<file path="src/rtl/ram_access_arbiter_if.sv">
// Bundle of the two master request ports and the RAM-side bus of ram_access_arbiter.
// The arbiter connects through the slave modport; requesters use the master modport.
interface ram_access_arbiter_if;
    logic        req0;
    logic        req1;
    logic        we0;
    logic        we1;
    logic [11:0] addr0;
    logic [11:0] addr1;
    logic [15:0] wdata0;
    logic [15:0] wdata1;
    logic        gnt0;
    logic        gnt1;
    logic        ack0;
    logic        ack1;
    logic [15:0] rdata0;
    logic [15:0] rdata1;
    logic        busy;
    logic [11:0] mem_addr;
    logic        mem_rw;
    logic        mem_wen;
    logic [15:0] mem_wdata;
    logic [15:0] mem_rdata;

    modport slave (
        input  req0, req1, we0, we1, addr0, addr1, wdata0, wdata1, mem_rdata,
        output gnt0, gnt1, ack0, ack1, rdata0, rdata1, busy,
               mem_addr, mem_rw, mem_wen, mem_wdata
    );

    modport master (
        output req0, req1, we0, we1, addr0, addr1, wdata0, wdata1,
        input  gnt0, gnt1, ack0, ack1, rdata0, rdata1, busy
    );
endinterface

</file>
<file path="src/rtl/ram_access_arbiter.sv">
// Round-robin two-master arbiter and access sequencer for the 4096x16 RAM.
// All outputs are registered from the next-state values; DONE doubles as the bus turnaround cycle.
module ram_access_arbiter #(
    parameter int WR_CYC = 2,
    parameter int RD_LAT = 2
) (
    input  logic                  clk,
    input  logic                  rst,
    ram_access_arbiter_if.slave   bus
);
    typedef enum logic [1:0] {IDLE = 2'd0, WR = 2'd1, RD = 2'd2, DONE = 2'd3} state_t;

    state_t      state_r, state_s;
    logic [3:0]  cnt_r, cnt_s;
    logic        ptr_r, ptr_s;
    logic        sel_r, sel_s;
    logic        pick_s, pick_we_s;
    logic [11:0] addr_s;
    logic [15:0] wdata_s, rdata0_s, rdata1_s;
    logic        gnt0_s, gnt1_s, ack0_s, ack1_s;

    // Next-state, next-output and arbitration decision
    always_comb begin
        state_s   = state_r;
        cnt_s     = cnt_r;
        ptr_s     = ptr_r;
        sel_s     = sel_r;
        addr_s    = bus.mem_addr;
        wdata_s   = bus.mem_wdata;
        rdata0_s  = bus.rdata0;
        rdata1_s  = bus.rdata1;
        gnt0_s    = 1'b0;
        gnt1_s    = 1'b0;
        ack0_s    = 1'b0;
        ack1_s    = 1'b0;
        pick_s    = (bus.req0 && bus.req1) ? ptr_r : bus.req1;
        pick_we_s = pick_s ? bus.we1 : bus.we0;
        case (state_r)
            IDLE: begin
                if (bus.req0 || bus.req1) begin
                    sel_s   = pick_s;
                    ptr_s   = ~pick_s;
                    addr_s  = pick_s ? bus.addr1 : bus.addr0;
                    wdata_s = pick_s ? bus.wdata1 : bus.wdata0;
                    gnt0_s  = ~pick_s;
                    gnt1_s  = pick_s;
                    cnt_s   = pick_we_s ? 4'(WR_CYC) : 4'(RD_LAT);
                    state_s = pick_we_s ? WR : RD;
                end else begin
                    state_s = IDLE;
                end
            end
            WR: begin
                if (cnt_r == 4'd1) begin
                    cnt_s   = 4'd0;
                    ack0_s  = ~sel_r;
                    ack1_s  = sel_r;
                    state_s = DONE;
                end else begin
                    cnt_s   = cnt_r - 4'd1;
                end
            end
            RD: begin
                // Data is captured on the final RD edge so it is already visible with ack
                if (cnt_r == 4'd1) begin
                    cnt_s   = 4'd0;
                    ack0_s  = ~sel_r;
                    ack1_s  = sel_r;
                    state_s = DONE;
                    if (sel_r) begin
                        rdata1_s = bus.mem_rdata;
                    end else begin
                        rdata0_s = bus.mem_rdata;
                    end
                end else begin
                    cnt_s   = cnt_r - 4'd1;
                end
            end
            DONE: begin
                state_s = IDLE;
            end
            default: begin
                state_s = IDLE;
            end
        endcase
    end

    // State and registered outputs
    always_ff @(posedge clk) begin
        if (rst) begin
            state_r       <= IDLE;
            cnt_r         <= 4'd0;
            ptr_r         <= 1'b0;
            sel_r         <= 1'b0;
            bus.gnt0      <= 1'b0;
            bus.gnt1      <= 1'b0;
            bus.ack0      <= 1'b0;
            bus.ack1      <= 1'b0;
            bus.busy      <= 1'b0;
            bus.mem_rw    <= 1'b0;
            bus.mem_wen   <= 1'b0;
            bus.mem_addr  <= 12'd0;
            bus.mem_wdata <= 16'd0;
            bus.rdata0    <= 16'd0;
            bus.rdata1    <= 16'd0;
        end else begin
            state_r       <= state_s;
            cnt_r         <= cnt_s;
            ptr_r         <= ptr_s;
            sel_r         <= sel_s;
            bus.gnt0      <= gnt0_s;
            bus.gnt1      <= gnt1_s;
            bus.ack0      <= ack0_s;
            bus.ack1      <= ack1_s;
            bus.busy      <= (state_s != IDLE);
            bus.mem_rw    <= (state_s == WR);
            bus.mem_wen   <= (state_s == WR);
            bus.mem_addr  <= addr_s;
            bus.mem_wdata <= wdata_s;
            bus.rdata0    <= rdata0_s;
            bus.rdata1    <= rdata1_s;
        end
    end
endmodule

</file>
<file path="src/flat_wrapper.sv">
// flat-port wrapper written by rule: the top's interface ports become plain ports
module ram_access_arbiter_flat 
#(
    parameter int WR_CYC = 2,
    parameter int RD_LAT = 2
)
  (clk, rst, bus_req0, bus_req1, bus_we0, bus_we1, bus_addr0, bus_addr1, bus_wdata0, bus_wdata1, bus_mem_rdata, bus_gnt0, bus_gnt1, bus_ack0, bus_ack1, bus_rdata0, bus_rdata1, bus_busy, bus_mem_addr, bus_mem_rw, bus_mem_wen, bus_mem_wdata);
  ram_access_arbiter_if bus_i ();
  input  logic clk;
  input  logic rst;
  input wire logic [$bits(bus_i.req0)-1:0] bus_req0;
  input wire logic [$bits(bus_i.req1)-1:0] bus_req1;
  input wire logic [$bits(bus_i.we0)-1:0] bus_we0;
  input wire logic [$bits(bus_i.we1)-1:0] bus_we1;
  input wire logic [$bits(bus_i.addr0)-1:0] bus_addr0;
  input wire logic [$bits(bus_i.addr1)-1:0] bus_addr1;
  input wire logic [$bits(bus_i.wdata0)-1:0] bus_wdata0;
  input wire logic [$bits(bus_i.wdata1)-1:0] bus_wdata1;
  input wire logic [$bits(bus_i.mem_rdata)-1:0] bus_mem_rdata;
  output wire logic [$bits(bus_i.gnt0)-1:0] bus_gnt0;
  output wire logic [$bits(bus_i.gnt1)-1:0] bus_gnt1;
  output wire logic [$bits(bus_i.ack0)-1:0] bus_ack0;
  output wire logic [$bits(bus_i.ack1)-1:0] bus_ack1;
  output wire logic [$bits(bus_i.rdata0)-1:0] bus_rdata0;
  output wire logic [$bits(bus_i.rdata1)-1:0] bus_rdata1;
  output wire logic [$bits(bus_i.busy)-1:0] bus_busy;
  output wire logic [$bits(bus_i.mem_addr)-1:0] bus_mem_addr;
  output wire logic [$bits(bus_i.mem_rw)-1:0] bus_mem_rw;
  output wire logic [$bits(bus_i.mem_wen)-1:0] bus_mem_wen;
  output wire logic [$bits(bus_i.mem_wdata)-1:0] bus_mem_wdata;
  assign bus_i.req0 = bus_req0;
  assign bus_i.req1 = bus_req1;
  assign bus_i.we0 = bus_we0;
  assign bus_i.we1 = bus_we1;
  assign bus_i.addr0 = bus_addr0;
  assign bus_i.addr1 = bus_addr1;
  assign bus_i.wdata0 = bus_wdata0;
  assign bus_i.wdata1 = bus_wdata1;
  assign bus_i.mem_rdata = bus_mem_rdata;
  assign bus_gnt0 = bus_i.gnt0;
  assign bus_gnt1 = bus_i.gnt1;
  assign bus_ack0 = bus_i.ack0;
  assign bus_ack1 = bus_i.ack1;
  assign bus_rdata0 = bus_i.rdata0;
  assign bus_rdata1 = bus_i.rdata1;
  assign bus_busy = bus_i.busy;
  assign bus_mem_addr = bus_i.mem_addr;
  assign bus_mem_rw = bus_i.mem_rw;
  assign bus_mem_wen = bus_i.mem_wen;
  assign bus_mem_wdata = bus_i.mem_wdata;
  ram_access_arbiter #(.WR_CYC(WR_CYC), .RD_LAT(RD_LAT)) u_core (.clk(clk), .rst(rst), .bus(bus_i));
endmodule
</file>
<file path="config.mk">
export PLATFORM = sky130hd
export DESIGN_NAME = ram_access_arbiter_flat
export DESIGN_NICKNAME = d
export VERILOG_FILES = /design/src/rtl/ram_access_arbiter_if.sv /design/src/rtl/ram_access_arbiter.sv /design/src/flat_wrapper.sv
export SDC_FILE = /design/constraint.sdc
export NUM_CORES = 1
export LEC_CHECK = 0
export ABC_CLOCK_PERIOD_IN_PS = 4530
export BUFFER_PORTS_ARGS = -buffer_cell sky130_fd_sc_hd__buf_2
export CELL_PAD_IN_SITES_DETAIL_PLACEMENT = 0
export CELL_PAD_IN_SITES_GLOBAL_PLACEMENT = 1
export CORE_UTILIZATION = 34
export DETAILED_ROUTE_END_ITERATION = 8
export PLACE_DENSITY_LB_ADDON = 0.1
export SLEW_MARGIN = 30
export SYNTH_ARGS = -nofsm -noshare
export SYNTH_HDL_FRONTEND = slang
export SYNTH_SLANG_ARGS = --single-unit
</file>
<file path="constraint.sdc">
create_clock -name clk -period 4.53 [get_ports clk]
set_clock_uncertainty 0.1 [all_clocks]
set_input_delay 0.906 -clock clk [delete_from_list [all_inputs] [get_ports clk]]
set_output_delay 0.906 -clock clk [all_outputs]
set_load 0.01 [all_outputs]
</file>
## Word-level counts from Yosys, hierarchy flattened

Cells that the tools add are included.

| word-level totals | value |
|---|---|
| bits in registers | 74 |
| input bits | 78 |
| output and inout port bits | 67 |
| logic and storage cells | 50 |

| operators by class | value |
|---|---|
| $add $sub $neg | 1 |
| equal/unequal tests | 6 |
| mux-type cells | 11 |
| bitwise logic cells | 6 |
| reductions and logical operators | 12 |

Operators with widths:

| kind | number |
|---|---|
| 2-to-1 mux 16 bit | 1 |
| 2-to-1 mux 12 bit | 1 |
| 2-to-1 mux 4 bit | 2 |
| case mux 4 bit (2 select lines) | 1 |
| 2-to-1 mux 2 bit | 3 |
| NOT 1 bit | 6 |
| case mux 2 bit (3 select lines) | 1 |
| AND reduction 3 bit | 2 |
| OR reduction 3 bit | 2 |
| == test 2 x 1 -> 1 bit (second input constant) | 2 |
| == test 2 bit (second input constant) | 2 |
| == test 4 x 1 -> 1 bit (second input constant) | 1 |
| AND reduction 2 bit | 2 |
| nonzero test 2 bit | 2 |
| subtractor 4 x 1 -> 4 bit (second input constant) | 1 |
| zero test 2 bit | 1 |
| 2-to-1 mux 1 bit | 2 |
| inequality test 2 x 1 -> 1 bit (second input constant) | 1 |
| OR reduction 2 bit | 1 |
| logical AND 1 bit | 1 |
| logical OR 1 bit | 1 |

## Depth between registers and ports, before layout

| logic depth | value |
|---|---|
| depth in word-level cells | 7 |
| gate-level depth with buffers | 8 |
| mapped depth without buffers | 6 |

## Worst setup path after synthesis

OpenSTA, ideal clock, no wires.

| timing path | value |
|---|---|
| path kind | input to register |
| start | in bus_req0 |
| end | reg u_core.bus.mem_addr[10] (netlist name) |
| library setup time | 0.128 ns |
| data arrival time | 1.669 ns |
| required time | 4.302 ns |
| path slack | 2.634 ns |
| stages on the path | 5 |
| buffers on the path | 1 |
| path through | nand2b_1 and3_1 clkbuf_1 a222oi_1 nor2_1 |

| between the ends | value |
|---|---|
| word-level cells in the longest chain between the ends | 3 |
| elaborated cells on any way between the ends | 5 |
| those cells by class | mux (2); reduce/logical (3) |

RTL lines:

| item | RTL line | RTL |
|---|---|---|
| start: declaration | flat_wrapper.sv:11 | `input wire logic [$bits(bus_i.req0)-1:0] bus_req0;` |
| logical AND 1 bit | ram_access_arbiter.sv:36 | `pick_s = (bus.req0 && bus.req1) ? ptr_r : bus.req1;` |
| 2-to-1 mux 1 bit | ram_access_arbiter.sv:36 |  |
| 2-to-1 mux 12 bit | ram_access_arbiter.sv:43 | `addr_s = pick_s ? bus.addr1 : bus.addr0;` |
| end signal: assignment | ram_access_arbiter.sv:118 | `bus.mem_addr <= addr_s;` |
| end: declaration | ram_access_arbiter_if.sv:28 | `mem_addr, mem_rw, mem_wen, mem_wdata` |

Parallel ways exist; a longest one is shown, timed or not.
A chain may end at the register's enable or synchronous reset.

## Worst setup path in the final report

| timing path | value |
|---|---|
| start | in bus_req1 |
| end | reg u_core.cnt_r[1] |

| between the ends | value |
|---|---|
| word-level cells in the longest chain between the ends | 3 |

RTL lines:

| item | RTL line | RTL |
|---|---|---|
| start: declaration | flat_wrapper.sv:12 | `input wire logic [$bits(bus_i.req1)-1:0] bus_req1;` |
| logical OR 1 bit | ram_access_arbiter.sv:40 | `if (bus.req0 \|\| bus.req1) begin` |
| inequality test 2 x 1 -> 1 bit (no line) | -- |  |
| AND reduction 2 bit (no line) | -- |  |
| end signal: assignment | ram_access_arbiter.sv:108 | `cnt_r <= cnt_s;` |
| end: declaration | ram_access_arbiter.sv:14 | `logic [3:0] cnt_r, cnt_s;` |

Every way passes these cells.

==> metrics <==
core area 7810 µm²; Mean Syn Cell Area roughly 9 µm²; met2 GRT Util just under 30%; GRT busiest layer met2; Clk Latency, worst-skew pair between 0.3 and 0.4 ns; fin crit share around half; final setup margin 2.29 ns; worst hold path depth 2; Synth area leader dfxtp_1; largest family of logic cells by synthesized area compound AO/OA/AOI/OAI gates; Top-Level Pins approximately 150; first-pass GRT wire length ~12,000 µm; drt initial violations 213; Area contributors post-synth dfxtp_1 53%, a222oi_1 10%, nand2_1 8.9%; number of max-cap violations 0; post-route DRC violation count 0; synthesized area 2790 µm²; Congestion Overflow GR 0; TritonCTS clock tree built; Synth warnings 0; crit path time final roughly 2.2 ns; Post-CTS Setup Inserts 0; FILL cells a little over 800; 1st-pass router iterations 4; setup_tns 0 ns; XOR/XNOR Fraction of Synth Area 0%; internal power around 1.0 mW; H-tree depth 3; largest net degree at the start of global routing 50; final hold violation count 0; Mapped Cells approximately 300; commonest cells after routing, fill and taps aside 144 x buf_2, 74 x dfxtp_1, 66 x nand2_1; Slowest cell on crit path o21ai_2; Routed Antenna Nets 0; Arr. time, crit path 2.38 ns; r2r endpoint u_core.bus.rdata1[7]$_SDFFE_PP0P_; floorplan die width 92.5 µm; worst-margin pin slew approximately 0.92 ns; CP endpoint kind flip-flop; multiplexer area fraction after synthesis less than 1%; Seq/Total Area, Yosys a little over half; Die Span Y ~93 µm; Reg clk slew, reported paths approximately 0.070 ns; top cell type's share of synthesized area around 53%; post-synthesis simple-gate area fraction 18.9%; vias between 2,000 and 3,000; per-cell routed wire length 13.7 µm; post-synthesis adder-cell area fraction under 10%; Max Slew Vio Count 0; hold endpoint u_core.bus.rdata1[0]$_SDFFE_PP0P_; placed inst area about 3500 µm²; Yosys reg bits 74; layout cells sized above 1 between 30 and 40%; Die ar. between 8000 and 9000 µm²; ANT cells 0; Leakage ~1.7 nW; Logic pwr share approximately 16%; hold path start u_core.bus.rdata1[0]$_SDFFE_PP0P_; Hold Path Class reg -> reg; fin nets 524; Critical Path RT 4.68 ns; Syn Nets 390; Place WS 1.95 ns; flop-to-flop setup slack ~2.4 ns; CP peak stage delay approximately 0.49 ns; PortBufs between 100 and 150; fin area 3730 µm²; Distinct cells, synth 33; GRT met1 Usage between 20% and 30%; GR Layer Usage met3 under 10%; Worst setup SP type input pin; Synth Area in Compound Gates 20.3%; Area Overhead vs Synth 33.9%; clock power share between 30 and 40%; worst r2r path cells 6; RSZ-0062 raised after global routing false; Clock Sinks 74; P_sw between 0.3 and 0.4 mW; vias in the first global route roughly 2,600; VDD IR-drop max ~0.17 mV; critical path class in -> reg; Vias/cell between 4 and 5; CTS buffer count 9; Slew headroom roughly 39%; Total Routing Usage GR a little under a fifth; CTS root buf clkbuf_8; FP Rows 32; Starting Density 35.7%; maximum clock insertion buffer count 2; status finished clean; antenna violations before repair 0; switching share of power 26.3%; Sequential Power Share 50.2%; Routed WL about 7500 µm; Reg2Reg Launch Point u_core.cnt_r[1]$_SDFFE_PP0P_; Setup violations, final 0; Hold Buf Count CTS 0; hpwl dp 5100 µm; critical path cell sequence buf_2, o21ai_2, buf_4, o21a_1, nor2_1, a211oi_1; CP max FO 18; P per Cell Area about 380 nW/µm²; RePlAce Congestion about 0.70; Tot Pwr approximately 1.4 mW; post-CTS resize count 0; Fmax around 450 MHz; commonest non-fill, non-tap cell in the layout buf_2
## synthesized netlist by cell type
cell type,n
dfxtp_1,74
nand2_1,66
a21oi_1,37
nor2_1,35
a222oi_1,28
clkbuf_1,13
buf_2,6
ha_1,5
inv_1,5
nand3b_1,4
and3_1,3
buf_4,3
nor2b_1,3
o21ai_0,3
a21oi_2,2
buf_6,2
o21a_1,2
a211oi_1,1
a211oi_2,1
a21boi_0,1
a311oi_1,1
a32o_1,1
and3b_1,1
and4b_1,1
mux2i_1,1
nand2b_1,1
nand3_1,1
nand4b_1,1
nor3_1,1
nor3b_1,1
nor3b_4,1
nor4b_1,1
o21ai_1,1
## worst max-delay path by stage
stage | from | endpoint
2_1_floorplan | bus_req0 | u_core.bus.mem_addr[10]$_SDFFE_PP0P_
3_3_place_gp | bus_req1 | u_core.cnt_r[1]$_SDFFE_PP0P_
3_5_place_dp | bus_req1 | u_core.cnt_r[1]$_SDFFE_PP0P_
4_1_cts | bus_req1 | u_core.cnt_r[1]$_SDFFE_PP0P_
5_1_grt | u_core.cnt_r[1]$_SDFFE_PP0P_ | u_core.bus.rdata1[7]$_SDFFE_PP0P_
6_report | bus_req1 | u_core.cnt_r[1]$_SDFFE_PP0P_
## power by group through the flow
stage | Combinational (mW) | Sequential (mW) | Clock (mW)
finish | 0.222 | 0.708 | 0.482
global route | 0.249 | 0.713 | 0.528
CTS | 0.225 | 0.708 | 0.497
detailed placement | 0.224 | 0.722 | 0
global placement | 0.223 | 0.722 | 0
floorplan | 0.119 | 0.734 | 0
## cells by family after synthesis
| kind of cell | Yosys count |
|---|---|
| DFF | 74 |
| muxes | 1 |
| AOI/OAI and AO/OA | 78 |
| and+or+nand+nor | 120 |
| buffers and inverters | 29 |
| adders and majority gates | 5 |
## metrics by stage
step / std cells / hold WS (ns) / utilization [%]
6_report: 547 / 0.353 / 47.8
5_1_grt: 547 / 0.378 / 47.8
4_1_cts: 547 / 0.357 / 47.8
3_5_place_dp: 532 / 0.346 / 45.4
3_3_place_gp: 532 / 0.340 / 45.4
2_1_floorplan: 307 / 0.377 / -
## critical path, delay by kind of cell
family,cells,cell delay (ns)
and+or+nand+nor,1,0.07
buffers and inverters,2,0.49
AOI/OAI and AO/OA,3,0.92
## cell type report
cell class	instances	area [µm²]	share of cell area [%]
sequential	74	1480	39.7
multi-input combinational	204	1170	31.4
timing repair buffer	147	743	19.9
clock buffer	13	179	4.80
tap	102	128	3.42
inverter	5	18.8	0.503
clock inverter	2	10.0	0.268
## registers in the layout (all words and copies together) (netlist names)
register              cells
u_core.cnt_r              4
u_core.bus.ack1           1
u_core.bus.gnt1           1
u_core.bus.mem_wdata     16
u_core.ptr_r              1
u_core.bus.mem_addr      12
u_core.state_r            2
u_core.bus.rdata0        16
u_core.bus.busy           1
u_core.bus.gnt0           1
u_core.sel_r              1
u_core.bus.mem_rw         1
u_core.bus.ack0           1
u_core.bus.rdata1        16
## routing by layer
| metal | share of wire [%] | vias to the layer above |
|---|---|---|
| li1 | - | 1358 |
| met1 | 44 | 1202 |
| met2 | 44 | 123 |
| met3 | 9.5 | 9 |
| met4 | 1.8 | 0 |
| met5 | 0 | - |
Note: power is estimated with default switching activity, not from simulation.
